[src/rtl/xif_issue_tracker.sv]
// xif_issue_tracker
//
// Tracks up to DEPTH offloaded coprocessor instructions between issue, commit and
// result. Coprocessor results are buffered in an in-order FIFO and are released to
// the core only once the owning instruction has been committed. Results of killed
// instructions are dropped, and accepted instructions without writeback free their
// entry at commit/kill time. The issue and commit channels are only snooped.
//
// Ports
//   clk_i, rst_ni                  clock, asynchronous active-low reset
//   issue_*_i                      snooped issue handshake and response
//   issue_stall_o                  all tracker entries in use
//   commit_valid_i/id_i/kill_i     commit or kill strobe
//   cop_result_*                   result channel from the coprocessor (FIFO input)
//   core_result_*                  result channel towards the core (FIFO head)
//   outstanding_o                  number of occupied tracker entries
//   err_o                          registered one-cycle pulse on a protocol violation

module xif_issue_tracker #(
   parameter int unsigned  ID_WIDTH   = 4,
   parameter int unsigned  DEPTH      = 4,
   parameter int unsigned  DATA_WIDTH = 32,
   localparam int unsigned CNT_W      = $clog2(DEPTH + 1)
) (
   input  logic                  clk_i,
   input  logic                  rst_ni,
   // Issue snoop
   input  logic                  issue_valid_i,
   input  logic                  issue_ready_i,
   input  logic                  issue_accept_i,
   input  logic                  issue_writeback_i,
   input  logic [ID_WIDTH-1:0]   issue_id_i,
   output logic                  issue_stall_o,
   // Commit snoop
   input  logic                  commit_valid_i,
   input  logic [ID_WIDTH-1:0]   commit_id_i,
   input  logic                  commit_kill_i,
   // Coprocessor result in
   input  logic                  cop_result_valid_i,
   output logic                  cop_result_ready_o,
   input  logic [ID_WIDTH-1:0]   cop_result_id_i,
   input  logic [DATA_WIDTH-1:0] cop_result_data_i,
   input  logic [4:0]            cop_result_rd_i,
   input  logic                  cop_result_we_i,
   // Result out to core
   output logic                  core_result_valid_o,
   input  logic                  core_result_ready_i,
   output logic [ID_WIDTH-1:0]   core_result_id_o,
   output logic [DATA_WIDTH-1:0] core_result_data_o,
   output logic [4:0]            core_result_rd_o,
   output logic                  core_result_we_o,
   // Status
   output logic [CNT_W-1:0]      outstanding_o,
   output logic                  err_o
);

   localparam int unsigned PTR_W = (DEPTH > 1) ? $clog2(DEPTH) : 1;

   typedef enum logic [1:0] {
      StFree,
      StIssued,
      StCommitted,
      StKilled
   } entry_st_e;

   // Tracker entries
   entry_st_e           state_q [DEPTH];
   entry_st_e           state_d [DEPTH];
   logic [ID_WIDTH-1:0] id_q    [DEPTH];
   logic [ID_WIDTH-1:0] id_d    [DEPTH];
   logic [DEPTH-1:0]    wb_q, wb_d;
   logic                err_q, err_d;

   // Result FIFO storage (no reset needed: occupancy is tracked by fifo_cnt_q)
   logic [ID_WIDTH-1:0]   fifo_id_q   [DEPTH];
   logic [DATA_WIDTH-1:0] fifo_data_q [DEPTH];
   logic [4:0]            fifo_rd_q   [DEPTH];
   logic [DEPTH-1:0]      fifo_we_q;
   logic [PTR_W-1:0]      wr_ptr_q, wr_ptr_d;
   logic [PTR_W-1:0]      rd_ptr_q, rd_ptr_d;
   logic [CNT_W-1:0]      fifo_cnt_q, fifo_cnt_d;

   logic                fifo_full, fifo_empty;
   logic                push, pop;
   logic [ID_WIDTH-1:0] head_id;

   // Lookup results
   logic             head_hit;
   logic [PTR_W-1:0] head_idx;
   logic             cmt_hit;
   logic [PTR_W-1:0] cmt_idx;
   logic             dup_hit;
   logic             free_found;
   logic [PTR_W-1:0] alloc_idx;
   logic [CNT_W-1:0] occ;
   logic             issue_fire;
   logic             head_valid;

   function automatic logic [PTR_W-1:0] ptr_inc(input logic [PTR_W-1:0] p);
      return (p == PTR_W'(DEPTH - 1)) ? '0 : p + PTR_W'(1);
   endfunction

   assign fifo_full  = (fifo_cnt_q == CNT_W'(DEPTH));
   assign fifo_empty = (fifo_cnt_q == '0);
   assign head_id    = fifo_id_q[rd_ptr_q];
   // Ready depends on registered occupancy only, never on a same-cycle pop.
   assign push       = cop_result_valid_i & ~fifo_full;
   assign issue_fire = issue_valid_i & issue_ready_i & issue_accept_i;

   //---------------------------------------------------------------------------
   // Tracker lookups, all against registered state
   //---------------------------------------------------------------------------
   always_comb begin
      head_hit   = 1'b0;
      head_idx   = '0;
      cmt_hit    = 1'b0;
      cmt_idx    = '0;
      dup_hit    = 1'b0;
      free_found = 1'b0;
      alloc_idx  = '0;
      occ        = '0;
      for (int i = 0; i < int'(DEPTH); i++) begin
         if (state_q[i] != StFree) begin
            occ = occ + CNT_W'(1);
            if (id_q[i] == issue_id_i) begin
               dup_hit = 1'b1;
            end
            // Only entries expecting a writeback can own a buffered result.
            if (wb_q[i] && (id_q[i] == head_id)) begin
               head_hit = 1'b1;
               head_idx = PTR_W'(i);
            end
         end
         if ((state_q[i] == StIssued) && (id_q[i] == commit_id_i)) begin
            cmt_hit = 1'b1;
            cmt_idx = PTR_W'(i);
         end
      end
      // Descending scan so the lowest free index wins.
      for (int i = int'(DEPTH) - 1; i >= 0; i--) begin
         if (state_q[i] == StFree) begin
            free_found = 1'b1;
            alloc_idx  = PTR_W'(i);
         end
      end
   end

   //---------------------------------------------------------------------------
   // Next-state logic
   //---------------------------------------------------------------------------
   always_comb begin
      state_d = state_q;
      id_d    = id_q;
      wb_d    = wb_q;
      err_d   = 1'b0;
      pop     = 1'b0;

      // Head stage. Only frees COMMITTED/KILLED entries, so it never collides with
      // the commit path (ISSUED only) or allocation (FREE only).
      if (!fifo_empty) begin
         if (!head_hit) begin
            pop   = 1'b1;
            err_d = 1'b1;
         end else begin
            case (state_q[head_idx])
               StCommitted: begin
                  if (core_result_ready_i) begin
                     pop               = 1'b1;
                     state_d[head_idx] = StFree;
                  end
               end
               StKilled: begin
                  pop               = 1'b1;
                  state_d[head_idx] = StFree;
               end
               default: ;
            endcase
         end
      end

      if (commit_valid_i) begin
         if (!cmt_hit) begin
            err_d = 1'b1;
         end else if (!wb_q[cmt_idx]) begin
            state_d[cmt_idx] = StFree;
         end else begin
            state_d[cmt_idx] = commit_kill_i ? StKilled : StCommitted;
         end
      end

      // Allocation only considers entries free in registered state, so an entry
      // released this cycle becomes reusable next cycle.
      if (issue_fire) begin
         if (dup_hit || !free_found) begin
            err_d = 1'b1;
         end else begin
            state_d[alloc_idx] = StIssued;
            id_d[alloc_idx]    = issue_id_i;
            wb_d[alloc_idx]    = issue_writeback_i;
         end
      end
   end

   always_comb begin
      wr_ptr_d   = push ? ptr_inc(wr_ptr_q) : wr_ptr_q;
      rd_ptr_d   = pop  ? ptr_inc(rd_ptr_q) : rd_ptr_q;
      fifo_cnt_d = fifo_cnt_q;
      case ({push, pop})
         2'b10:   fifo_cnt_d = fifo_cnt_q + CNT_W'(1);
         2'b01:   fifo_cnt_d = fifo_cnt_q - CNT_W'(1);
         default: ;
      endcase
   end

   //---------------------------------------------------------------------------
   // State registers
   //---------------------------------------------------------------------------
   always_ff @(posedge clk_i or negedge rst_ni) begin
      if (!rst_ni) begin
         for (int i = 0; i < int'(DEPTH); i++) begin
            state_q[i] <= StFree;
            id_q[i]    <= '0;
         end
         wb_q       <= '0;
         err_q      <= 1'b0;
         wr_ptr_q   <= '0;
         rd_ptr_q   <= '0;
         fifo_cnt_q <= '0;
      end else begin
         state_q    <= state_d;
         id_q       <= id_d;
         wb_q       <= wb_d;
         err_q      <= err_d;
         wr_ptr_q   <= wr_ptr_d;
         rd_ptr_q   <= rd_ptr_d;
         fifo_cnt_q <= fifo_cnt_d;
      end
   end

   always_ff @(posedge clk_i) begin
      if (push) begin
         fifo_id_q[wr_ptr_q]   <= cop_result_id_i;
         fifo_data_q[wr_ptr_q] <= cop_result_data_i;
         fifo_rd_q[wr_ptr_q]   <= cop_result_rd_i;
         fifo_we_q[wr_ptr_q]   <= cop_result_we_i;
      end
   end

   //---------------------------------------------------------------------------
   // Outputs (registered state only)
   //---------------------------------------------------------------------------
   always_comb begin
      head_valid          = ~fifo_empty & head_hit & (state_q[head_idx] == StCommitted);
      core_result_valid_o = head_valid;
      // Data outputs read zero whenever nothing is presented.
      core_result_id_o    = '0;
      core_result_data_o  = '0;
      core_result_rd_o    = '0;
      core_result_we_o    = 1'b0;
      if (head_valid) begin
         core_result_id_o   = head_id;
         core_result_data_o = fifo_data_q[rd_ptr_q];
         core_result_rd_o   = fifo_rd_q[rd_ptr_q];
         core_result_we_o   = fifo_we_q[rd_ptr_q];
      end
      issue_stall_o      = (occ == CNT_W'(DEPTH));
      outstanding_o      = occ;
      cop_result_ready_o = ~fifo_full;
      err_o              = err_q;
   end

endmodule

[config.mk]
export PLATFORM = sky130hd
export DESIGN_NAME = xif_issue_tracker
export DESIGN_NICKNAME = d
export VERILOG_FILES = /design/src/rtl/xif_issue_tracker.sv
export SDC_FILE = /design/constraint.sdc
export NUM_CORES = 1
export LEC_CHECK = 0
export CELL_PAD_IN_SITES_DETAIL_PLACEMENT = 1
export CELL_PAD_IN_SITES_GLOBAL_PLACEMENT = 1
export CORE_UTILIZATION = 43
export CTS_CLUSTER_DIAMETER = 30
export DETAILED_ROUTE_END_ITERATION = 12
export PLACE_DENSITY = 0.77
export SLEW_MARGIN = 30
export SYNTH_ARGS = -nofsm -noshare
export SYNTH_HDL_FRONTEND = slang
export SYNTH_SLANG_ARGS = --single-unit
[constraint.sdc]
create_clock -name clk_i -period 3.65 [get_ports clk_i]
set_input_delay 0.73 -clock clk_i [delete_from_list [all_inputs] [get_ports clk_i]]
set_output_delay 0.73 -clock clk_i [all_outputs]
set_load 0.1 [all_outputs]
==> out/results.md <==
- 168 — EDFF count, synth
- 3 — maximum buffer depth of the clock tree
- 0 — Max Transition Viols Final
- 3410 um^2 — multi-input logic area
- 0.915 mV — Peak VDD IR
- 20 — Critical Path Fanout Max
- 0 — warning count from the yosys run
- 5.38 — via/cell ratio
- yes — unrepaired setup endpoints after global routing
- 0.64 ns — Critical Path Max Stage Delay
- 204 — FF+latch count, synth
- edfxtp_1 — top cell type by total area after synthesis
- -37.61 ns — setup TNS
- 4 — number of optimization iterations in the first detailed-route pass
- 0 — antenna cell count
- 0.508 ns — minimum hold slack
- buf_12 — library cell appearing most often on the critical path
- 4.56 ns — Tmin final
- 964 — total placed cells including tap cells
- 0 — Post-CTS Hold Buffers
- 2 — total number of H-tree levels
- 6532 — number of global-route vias before repair
- 5950 um^2 — footprint of the flip-flops and latches
- 44 — number of buffers created by CTS
- 0.897 — routability cong.
- 35.3% — headroom to the max-slew limit
- rd_ptr_q[0]$_DFFE_PN0P_ — worst setup path start
- 5705 — via total after detailed routing
- 0 — remaining global-route overflow
- 149 um — chip width
- reg2reg — Hold/Removal Path Class
- complete, but fails checks — outcome
- 45 — setup violation total in the final timing report
- 0.967 ns — Slew @ Worst Pin
- 0 — DRC violations left
- 0 — number of nets with antenna violations after detailed routing
- 0 — number of maximum-capacitance constraint violations
- 1060 — count of placed standard cells in the final layout, fillers left out
- mux4_2 > xnor2_2 > nand4_1 > buf_4 > nor2_1 > a21oi_1 > a21bo_1 > or3b_4 > buf_12 > nor2b_4 > buf_12 — critical path cell sequence
- 109 — Top Ports
- -0.905 ns — worst setup margin
- 0.05 ns — clock-pin slew on the worst setup and hold paths
- 1020 nW/um^2 — cell area power density
- fifo_cnt_q[0]$_DFFE_PN0P_ — beginning of the worst hold path
- 0 — number of antenna violations at the first check in global routing
- 22100 um^2 — Die Footprint
- 821 — NumNets Final
- 15700 um — placed wire-length estimate
- 63.1% — utilization after layout
- 43.9% — effective utilization at floorplan
- 64.3% — Seq/Total Area, Yosys
- 24.3% — aggregate global-route resource usage
- 24.7 um — drt wl/cell
- 0.55 ns — clock latency of the later-clocked register in the worst-skew pair
- 55 — count of unique library cells instantiated by Yosys
- 4.96 nW — LEAKAGE
- 125% — post-route clock period utilization
- 108 — number of buffers added on ports
- 637 — net count after synthesis
- 53 — number of cell rows
- rd_ptr_q[0]$_DFFE_PN0P_ — origin of the critical flop-to-flop path
- 1842 — number of inserted filler cells in the final layout
- 54.5% — share of the synthesized area in the top cell type
- 311 — number of DRC markers after the initial detailed-route iteration
- 2.92 ns — Critical Path RT
- edfxtp_1 — most common flop cell mapped by yosys
- 13.5 mW — total power draw
- 21100 um^2 — core area
- 16.3 um^2 — synthesized area divided by synthesized cell count
- clkbuf_16 — root buffer cell
- 43.9% — signed area change from the synthesized netlist to the final layout
- 3.83 ns — WP data arrival
- reg2out — critical setup path kind
- 17.6% — fraction of synthesis flops using an asynchronous set or reset pin
- 40.3% — layout cell share with drive strength beyond 1
- 9250 um^2 — mapped cell area
- mux4_2 — Critical Path Slowest Stage Cell
- 0 — hold violation total from the final report
- setup timing — violations in the final reports
- 566 — post-synthesis cell count
- 0.0267 ns — setup clock skew after layout
- edfxtp_1 (55%), mux4_2 (10%), dfrtp_1 (9.7%) — cell types with the largest area share after synthesis
- built — TritonCTS clock tree
- 26200 um — final routed wirelength across all metal layers
- primary output — Critical Path End Type
- 220 MHz — highest clock rate
- 204 — number of clock sinks
- 149 um — Chip Height
- 43 — maximum number of pins on one net before global-route repair
- 39400 um — first-pass GRT wire length
- flop — kind of start point of the critical path
-- report_power, final --
group / switching, mW / internal (mW)
combinational: 3.35 / 2.47
clock: 1.34 / 2.85
sequential: 0.397 / 3.13
total: 5.09 / 8.45
-- layer usage --
layer / track usage (%) / part of all wire, %
met4: 7.11 / 2.1
met3: 6.13 / 6.4
met1: 28.2 / 38
met5: 0 / 0
met2: 44.1 / 54
-- cells in the mapped netlist, types with 3 or more instances --
cell and n:
edfxtp_1 168, mux4_2 42, dfrtp_1 36, xor2_1 25, xnor2_1 24, inv_1 22, nand2_1 21, nor2_1 21
nor2b_4 20, clkbuf_1 16, mux2_2 16, nand3_1 11, nor2b_1 11, ha_1 10, nor2b_2 10, nor3_1 10
mux2i_1 9, nand2b_1 8, o21ai_0 8, and3_1 7, nand4_1 7, a21oi_1 6, buf_6 4, nand3b_1 4
nor4_1 3, o22ai_1 3, or2_2 3, or3_1 3, or3b_1 3
-- cells in the final DEF (no fill, tap or decap), drive strengths merged, types with 24 or more instances in the layout --
master	n
clkdlybuf4s50	60
xor2	25
clkbuf	48
mux4	42
inv	26
dfrtp	36
xnor2	24
edfxtp	168
buf	103
nor2b	41
-- layout make-up --
cell class | instances | share of cell area [%]
clock buffer | 48 | 8.38
clock inverter | 33 | 3.26
inverter | 23 | 0.667
multi-input combinational | 314 | 25.6
sequential | 204 | 44.7
tap | 275 | 2.58
timing repair buffer | 163 | 14.8
-- metrics by stage --
stage / cell area [um^2] / worst slack (ns)
after floorplan: 9510 / -1.43
after global placement: 11500 / -0.252
after detailed placement: 11500 / -0.334
after CTS: 13200 / -0.839
after global routing: 13300 / -1.04
final: 13300 / -0.905
-- logic make-up (layout without fill, tap and decap cells) --
kind of cell | after synthesis | in the layout | synth area share (%)
AND/OR/NAND/NOR | 147 | 147 | 10.6
multiplexers | 69 | 69 | 13.4
AO/OA/AOI/OAI | 38 | 38 | 2.99
adder cells (fa/ha/maj) | 11 | 11 | 1.57
flip-flops | 204 | 204 | 64.3
buffers and inverters | 48 | 267 | 2.53
XOR/XNOR | 49 | 49 | 4.64
-- critical path, delay by kind of cell, from the launching register on --
family	cells	cell delay (ns)
muxes	1	0.64
DFF	1	0.49
and+or+nand+nor	4	0.94
buffers and inverters	3	0.61
xor gates and xnor gates	1	0.22
AOI/OAI and AO/OA	2	0.36
-- sequential cells by signal, summed over array words and instances, names as in the netlist --
name,flops
state_q,8
id_q,16
fifo_we_q,4
rd_ptr_q,2
wr_ptr_q,2
wb_q,4
fifo_data_q,128
err_o,1
fifo_id_q,16
fifo_rd_q,20
fifo_cnt_q,3
-- worst paths after layout --
path | to | slack, ns | cells past startpoint
worst min-delay path | fifo_cnt_q[0]$_DFFE_PN0P_ | 0.51 | 1
worst min register to register | fifo_cnt_q[0]$_DFFE_PN0P_ | 0.51 | 1
worst max-delay path | core_result_data_o[30] | -0.91 | 11
worst max register to register | fifo_cnt_q[2]$_DFFE_PN0P_ | -0.07 | 16
max in group asynchronous | rd_ptr_q[0]$_DFFE_PN0P_ | 2.62 | 2
min in group asynchronous | wb_q[3]$_DFFE_PN0P_ | 0.65 | 2
-- timing repair --
action	CTS	global route
resized for setup	14	8
buffers inserted	9	7
pin swaps	6	5
setup endpoints to repair	46	46
Power figures use the tool's default switching activity.
